==> src/rtl/matrix_result_unloader.sv <==
// Waits for all enabled cores to finish, then streams a block of data-memory words
// out on a valid/ready interface through a credit-controlled output FIFO.
module matrix_result_unloader #(
  parameter int ADDR_W     = 8,
  parameter int DATA_W     = 16,
  parameter int NUM_CORES  = 4,
  parameter int RD_LAT     = 1,
  parameter int FIFO_DEPTH = 4
) (
  input  logic                 clk,
  input  logic                 rst_n,
  input  logic                 start,
  input  logic [NUM_CORES-1:0] core_en,
  input  logic [ADDR_W-1:0]    base_addr,
  input  logic [ADDR_W-1:0]    word_count,
  input  logic [NUM_CORES-1:0] end_process,
  output logic                 mem_rd_en,
  output logic [ADDR_W-1:0]    mem_addr,
  input  logic [DATA_W-1:0]    mem_rdata,
  output logic [DATA_W-1:0]    out_data,
  output logic                 out_valid,
  input  logic                 out_ready,
  output logic                 out_last,
  output logic                 busy,
  output logic                 done
);

  localparam int CNT_W = ADDR_W + 1;
  localparam int PTR_W = (FIFO_DEPTH > 1) ? $clog2(FIFO_DEPTH) : 1;
  localparam int OCC_W = $clog2(FIFO_DEPTH + RD_LAT + 1);

  typedef enum logic [2:0] {IDLE, WAIT_END, READ, DRAIN, DONE} state_t;

  state_t                 state, state_nxt;
  logic [NUM_CORES-1:0]   core_en_q;
  logic [CNT_W-1:0]       word_count_q;
  logic [ADDR_W-1:0]      rd_ptr;
  logic [CNT_W-1:0]       issued;
  logic [CNT_W-1:0]       sent;
  logic [RD_LAT-1:0]      rd_vld_p;
  logic [DATA_W-1:0]      fifo_mem [FIFO_DEPTH];
  logic [PTR_W-1:0]       wr_idx;
  logic [PTR_W-1:0]       rd_idx;
  logic [OCC_W-1:0]       fifo_count;
  logic [OCC_W-1:0]       inflight;
  logic                   wait_ok;
  logic                   credit_ok;
  logic                   issue;
  logic                   fifo_wr;
  logic                   fifo_empty;
  logic                   pop;

  assign wait_ok    = ((end_process & core_en_q) == core_en_q);
  assign fifo_empty = (fifo_count == '0);
  assign pop        = !fifo_empty && out_ready;
  assign fifo_wr    = rd_vld_p[RD_LAT-1];

  always_comb begin
    inflight = '0;
    for (int i = 0; i < RD_LAT; i++) begin
      inflight = inflight + OCC_W'(rd_vld_p[i]);
    end
  end

  // Reads still in the memory pipeline already own a FIFO slot
  assign credit_ok = (fifo_count + inflight) < OCC_W'(FIFO_DEPTH);
  assign issue     = (state == READ) && (issued < word_count_q) && credit_ok;

  always_ff @(posedge clk or negedge rst_n) begin
    if (!rst_n) begin
      state <= IDLE;
    end else begin
      state <= state_nxt;
    end
  end

  always_comb begin
    state_nxt = state;
    case (state)
      IDLE:     if (start) state_nxt = WAIT_END;
      WAIT_END: if (wait_ok) state_nxt = (word_count_q == '0) ? DONE : READ;
      READ:     if ((issued == word_count_q) ||
                    (issue && (issued + CNT_W'(1) == word_count_q))) state_nxt = DRAIN;
      DRAIN:    if (sent == word_count_q) state_nxt = DONE;
      DONE:     state_nxt = IDLE;
      default:  state_nxt = IDLE;
    endcase
  end

  always_comb begin
    mem_rd_en = issue;
    mem_addr  = rd_ptr;
    out_valid = !fifo_empty;
    out_data  = fifo_empty ? '0 : fifo_mem[rd_idx];
    out_last  = !fifo_empty && (sent + CNT_W'(1) == word_count_q);
    busy      = (state != IDLE);
    done      = (state == DONE);
  end

  always_ff @(posedge clk or negedge rst_n) begin
    if (!rst_n) begin
      core_en_q    <= '0;
      word_count_q <= '0;
      rd_ptr       <= '0;
      issued       <= '0;
      sent         <= '0;
    end else if ((state == IDLE) && start) begin
      core_en_q    <= core_en;
      word_count_q <= {1'b0, word_count};
      rd_ptr       <= base_addr;
      issued       <= '0;
      sent         <= '0;
    end else begin
      if (issue) begin
        rd_ptr <= rd_ptr + ADDR_W'(1);
        issued <= issued + CNT_W'(1);
      end
      if (pop) begin
        sent <= sent + CNT_W'(1);
      end
    end
  end

  // p0..pN: read-valid tracking matching the memory latency
  always_ff @(posedge clk or negedge rst_n) begin
    if (!rst_n) begin
      rd_vld_p <= '0;
    end else begin
      rd_vld_p[0] <= issue;
      for (int i = 1; i < RD_LAT; i++) begin
        rd_vld_p[i] <= rd_vld_p[i-1];
      end
    end
  end

  always_ff @(posedge clk) begin
    if (fifo_wr) begin
      fifo_mem[wr_idx] <= mem_rdata;
    end
  end

  always_ff @(posedge clk or negedge rst_n) begin
    if (!rst_n) begin
      wr_idx     <= '0;
      rd_idx     <= '0;
      fifo_count <= '0;
    end else begin
      if (fifo_wr) begin
        wr_idx <= (wr_idx == PTR_W'(FIFO_DEPTH - 1)) ? '0 : wr_idx + PTR_W'(1);
      end
      if (pop) begin
        rd_idx <= (rd_idx == PTR_W'(FIFO_DEPTH - 1)) ? '0 : rd_idx + PTR_W'(1);
      end
      case ({fifo_wr, pop})
        2'b10:   fifo_count <= fifo_count + OCC_W'(1);
        2'b01:   fifo_count <= fifo_count - OCC_W'(1);
        default: fifo_count <= fifo_count;
      endcase
    end
  end

endmodule

==> config.mk <==
export PLATFORM = sky130hd
export DESIGN_NAME = matrix_result_unloader
export DESIGN_NICKNAME = d
export VERILOG_FILES = /design/src/rtl/matrix_result_unloader.sv
export SDC_FILE = /design/constraint.sdc
export NUM_CORES = 1
export LEC_CHECK = 0
export CORE_MARGIN = 1.5
export CORE_UTILIZATION = 59
export CTS_CLUSTER_DIAMETER = 50
export DETAILED_ROUTE_END_ITERATION = 10
export HOLD_SLACK_MARGIN = 0.05
export PLACE_DENSITY = 0.93
export SLEW_MARGIN = 0
export SYNTH_ARGS = -nofsm -noshare
export SYNTH_HDL_FRONTEND = slang
export SYNTH_SLANG_ARGS = --single-unit
==> constraint.sdc <==
create_clock -name clk -period 5.5 [get_ports clk]
set_clock_uncertainty 0.1 [all_clocks]
set_input_delay 1.1 -clock clk [delete_from_list [all_inputs] [get_ports clk]]
set_output_delay 1.1 -clock clk [all_outputs]
set_load 0.1 [all_outputs]
==> run_results.csv <==
group,metric,value,unit
timing,min_period,4.62,ns
worst_setup_path,cp_num_buf_inv,1,
placed_design,routabilityCongestion,0.877,
routing,dr.pass1.iters,5,
synth,ys.flop_type,"edfxtp_1",
timing,slew_violations,0,
placed_design,placed_cell_area,6270,µm²
synth,ys_async_sr_fraction,43.4,%
hold_path,hold_class,"flop to flop",
worst_setup_path,critPathMaxStageDelay,1.18,ns
cts,clk_pin_slew_worst_paths,0.06,ns
synth,synthesis.area,5500,µm²
timing,setup-tns-final,0,ns
timing,setup-violations-final,0,
worst_setup_path,cp_common_cell,"or2_2",
layout,nNetsFinal,591,
timing,maxSlewHeadroom,25.5,%
worst_setup_path,regToRegSetupSlack,2.20,ns
synth,syn_inst,459,
hold_path,hold_path_depth,2,
synth,syn-num-nets,521,
synth,yosysMostFrequentCell,"edfxtp_1",
grt,grt_max_degree,50,
timing,worst_pin_slew,1.12,ns
placed_design,dpl.hpwl,8110,µm
synth,ys_seq_elements,113,
grt,grt_pass1_wl,21100,µm
cts,clockBufferDepth,2,
worst_setup_path,r2r_end,"fifo_count[2]",
worst_setup_path,cp_max_fo,8,
floorplan,die_width,99.5,µm
cts,cts_setup_buffers,0,
placed_design,preCtsSetupSlack,1.42,ns
cts,cts_resized,0,
placed_design,io_buffers,72,
routing,vias,4037,
placed_design,dp.cells,621,
routing,wl_per_cell,20.3,µm
grt,grt_pass1_vias,4138,
synth,synth_edf_count,64,
floorplan,rows,35,
timing,fmax,216,MHz
worst_setup_path,critPathRequiredTime,4.30,ns
routing,routed_wl,13200,µm
cts,cts-buffers-inserted,17,
grt,antenna_found_initial,0,
synth,synth_area_leader_cell,"edfxtp_1",
synth,synth_area_leaders,"edfxtp_1 35%, dfrtp_1 22%, mux4_2 6.6%",
layout,multiInputGateArea,2170,µm²
worst_setup_path,crit_path_start_kind,"flop",
cts,cts-root-buf,"clkbuf_8",
worst_setup_path,end_kind,"primary output",
floorplan,start_util,60.1,%
worst_setup_path,crit_type,"flop to primary output",
grt,track_usage,28.6,%
grt,grt.overflow.total,0,
worst_setup_path,worstRegToRegCells,9,
cts,cts_sinks,113,
routing,viasPerCell,6.18,
cts,cts.hold.buffers_added,0,
layout,fillCellCount,524,
layout,seq_area,3150,µm²
layout,final_cell_area,6820,µm²
synth,synth_top_area_share,34.9,%
hold_path,worstHoldEndpoint,"core_en_q[1]",
cts,htreeDepth,4,
layout,final_layout_size_suffix_gt1_share,10.5,%
floorplan,dieArea,9910,µm²
layout,area_growth,24.1,%
worst_setup_path,crit_path_cell_trace,"nand3_1 -> or2_2 -> or2_2 -> xor2_1 -> nor4_1 -> clkdlybuf4s50_1",
timing,layout_setup_ws,0.877,ns
worst_setup_path,crit_family,"buffers and inverters",
synth,netlist_top_cells_count,"64 x edfxtp_1, 49 x dfrtp_1, 42 x nand2_1, 31 x o21ai_0, 25 x nor2_1",
outcome,outcome,"finished, final reports clean",
worst_setup_path,worstPathArrival,3.42,ns
timing,rsz0062_at_grt,"no",
floorplan,core,9150,µm²
worst_setup_path,timing.rr.start,"fifo_count[2]",
routing,ant_nets,0,
synth,synth.distinct_cells,50,
timing,hold_viol,0,
layout,num_antenna_cells,0,
cts,tritoncts,"yes",
synth,yosysWarnings,0,
cts,clk_latency,0.51,ns
routing,detailedRoute.firstIterationViolations,383,
job,maxCapViolations,0,
timing,period_share,84.1,%
synth,ys_seq_area_share,57.2,%
floorplan,io-pin-count,73,
floorplan,die_y,99.5,µm
synth,syn_area_per_cell,12.0,µm²
worst_setup_path,slowest_stage,"clkdlybuf4s50_1",
layout,finalNonFillerCells,653,
hold_path,hp-start,"core_en_q[1]",
routing,drc,0,
[cells by family (layout without fill, tap and decap cells)]
| kind of cell | after synthesis | in the layout | synth area share, % |
|---|---|---|---|
| buffers and inverters | 47 | 130 | 3.34 |
| AO/OA/AOI/OAI | 80 | 80 | 9.12 |
| AND/OR/NAND/NOR | 150 | 150 | 13.8 |
| adder cells (fa/ha/maj) | 18 | 18 | 4.23 |
| flip-flops | 113 | 113 | 57.2 |
| XOR/XNOR | 31 | 31 | 4.94 |
| multiplexers | 20 | 20 | 7.28 |
[metal layers]
metal / track usage [%] / vias to the layer above / part of all wire [%]
met2: 47.4 / 217 / 51
met3: 7.80 / 48 / 7.4
met4: 15.2 / 0 / 4.2
met1: 34.3 / 1960 / 37
li1: - / 1812 / -
met5: 0 / - / 0
[sequential cells by signal (all words and copies together), names as in the netlist]
register      cells
fifo_mem         64
fifo_wr           1
sent              9
rd_idx            2
state             3
issued            9
fifo_count        3
mem_addr          8
word_count_q      8
wr_idx            2
core_en_q         4
[cell type report]
cell class / instances / area share [%]
flip-flops and latches: 113 / 46.1
multi-input cells: 299 / 31.8
repair buffers: 74 / 10.7
clock buffers: 17 / 6.07
well taps: 111 / 2.04
clock inverters: 15 / 1.98
inverters: 24 / 1.32
[stage by stage]
stage / util, % / hold slack (ns)
4_1_cts: 74.5 / 0.441
5_1_grt: 74.5 / 0.474
3_3_place_gp: 68.5 / 0.388
3_5_place_dp: 68.5 / 0.400
2_1_floorplan: - / 0.372
6_report: 74.5 / 0.446
[cells in the final DEF (no fill, tap or decap), types with 7 or more instances in the layout]
master           netlist  layout
a21oi_1               15      15
and2_1                21      21
and3_1                 7       7
clkbuf_16              0      16
clkdlybuf4s50_1        0      70
dfrtp_1               49      49
edfxtp_1              64      64
ha_1                  17      17
inv_1                 24      24
mux4_2                16      16
nand2_1               42      42
nand3_1               14      14
nor2_1                25      25
nor3_1                 9       9
o21ai_0               31      31
or3_1                 11      11
xnor2_1               22      22
xor2_1                 9       9
[worst reg2reg max path, cell delays in order (launching register included)]
cell     delay (ns)
dfrtp_1        0.44
or3_1          0.51
nand2_1        0.48
inv_1          0.31
ha_1           0.23
inv_1          0.06
fa_1           0.37
xor2_1         0.15
nor2_1         0.16
xor2_1         0.35
[how the worst max path moves through the flow]
stage,start,endpoint,slack [ns],cells past startpoint
3_5_place_dp,sent[2],out_last,1.42,6
3_3_place_gp,sent[2],out_last,1.44,6
6_report,sent[2],out_last,0.88,6
2_1_floorplan,sent[2],out_last,0.07,6
4_1_cts,rd_idx[0],out_data[3],0.82,4
5_1_grt,sent[2],out_last,0.66,6
Power is not shown: default switching activity piles up to over one toggle a cycle in this logic, so the estimate is an artifact.
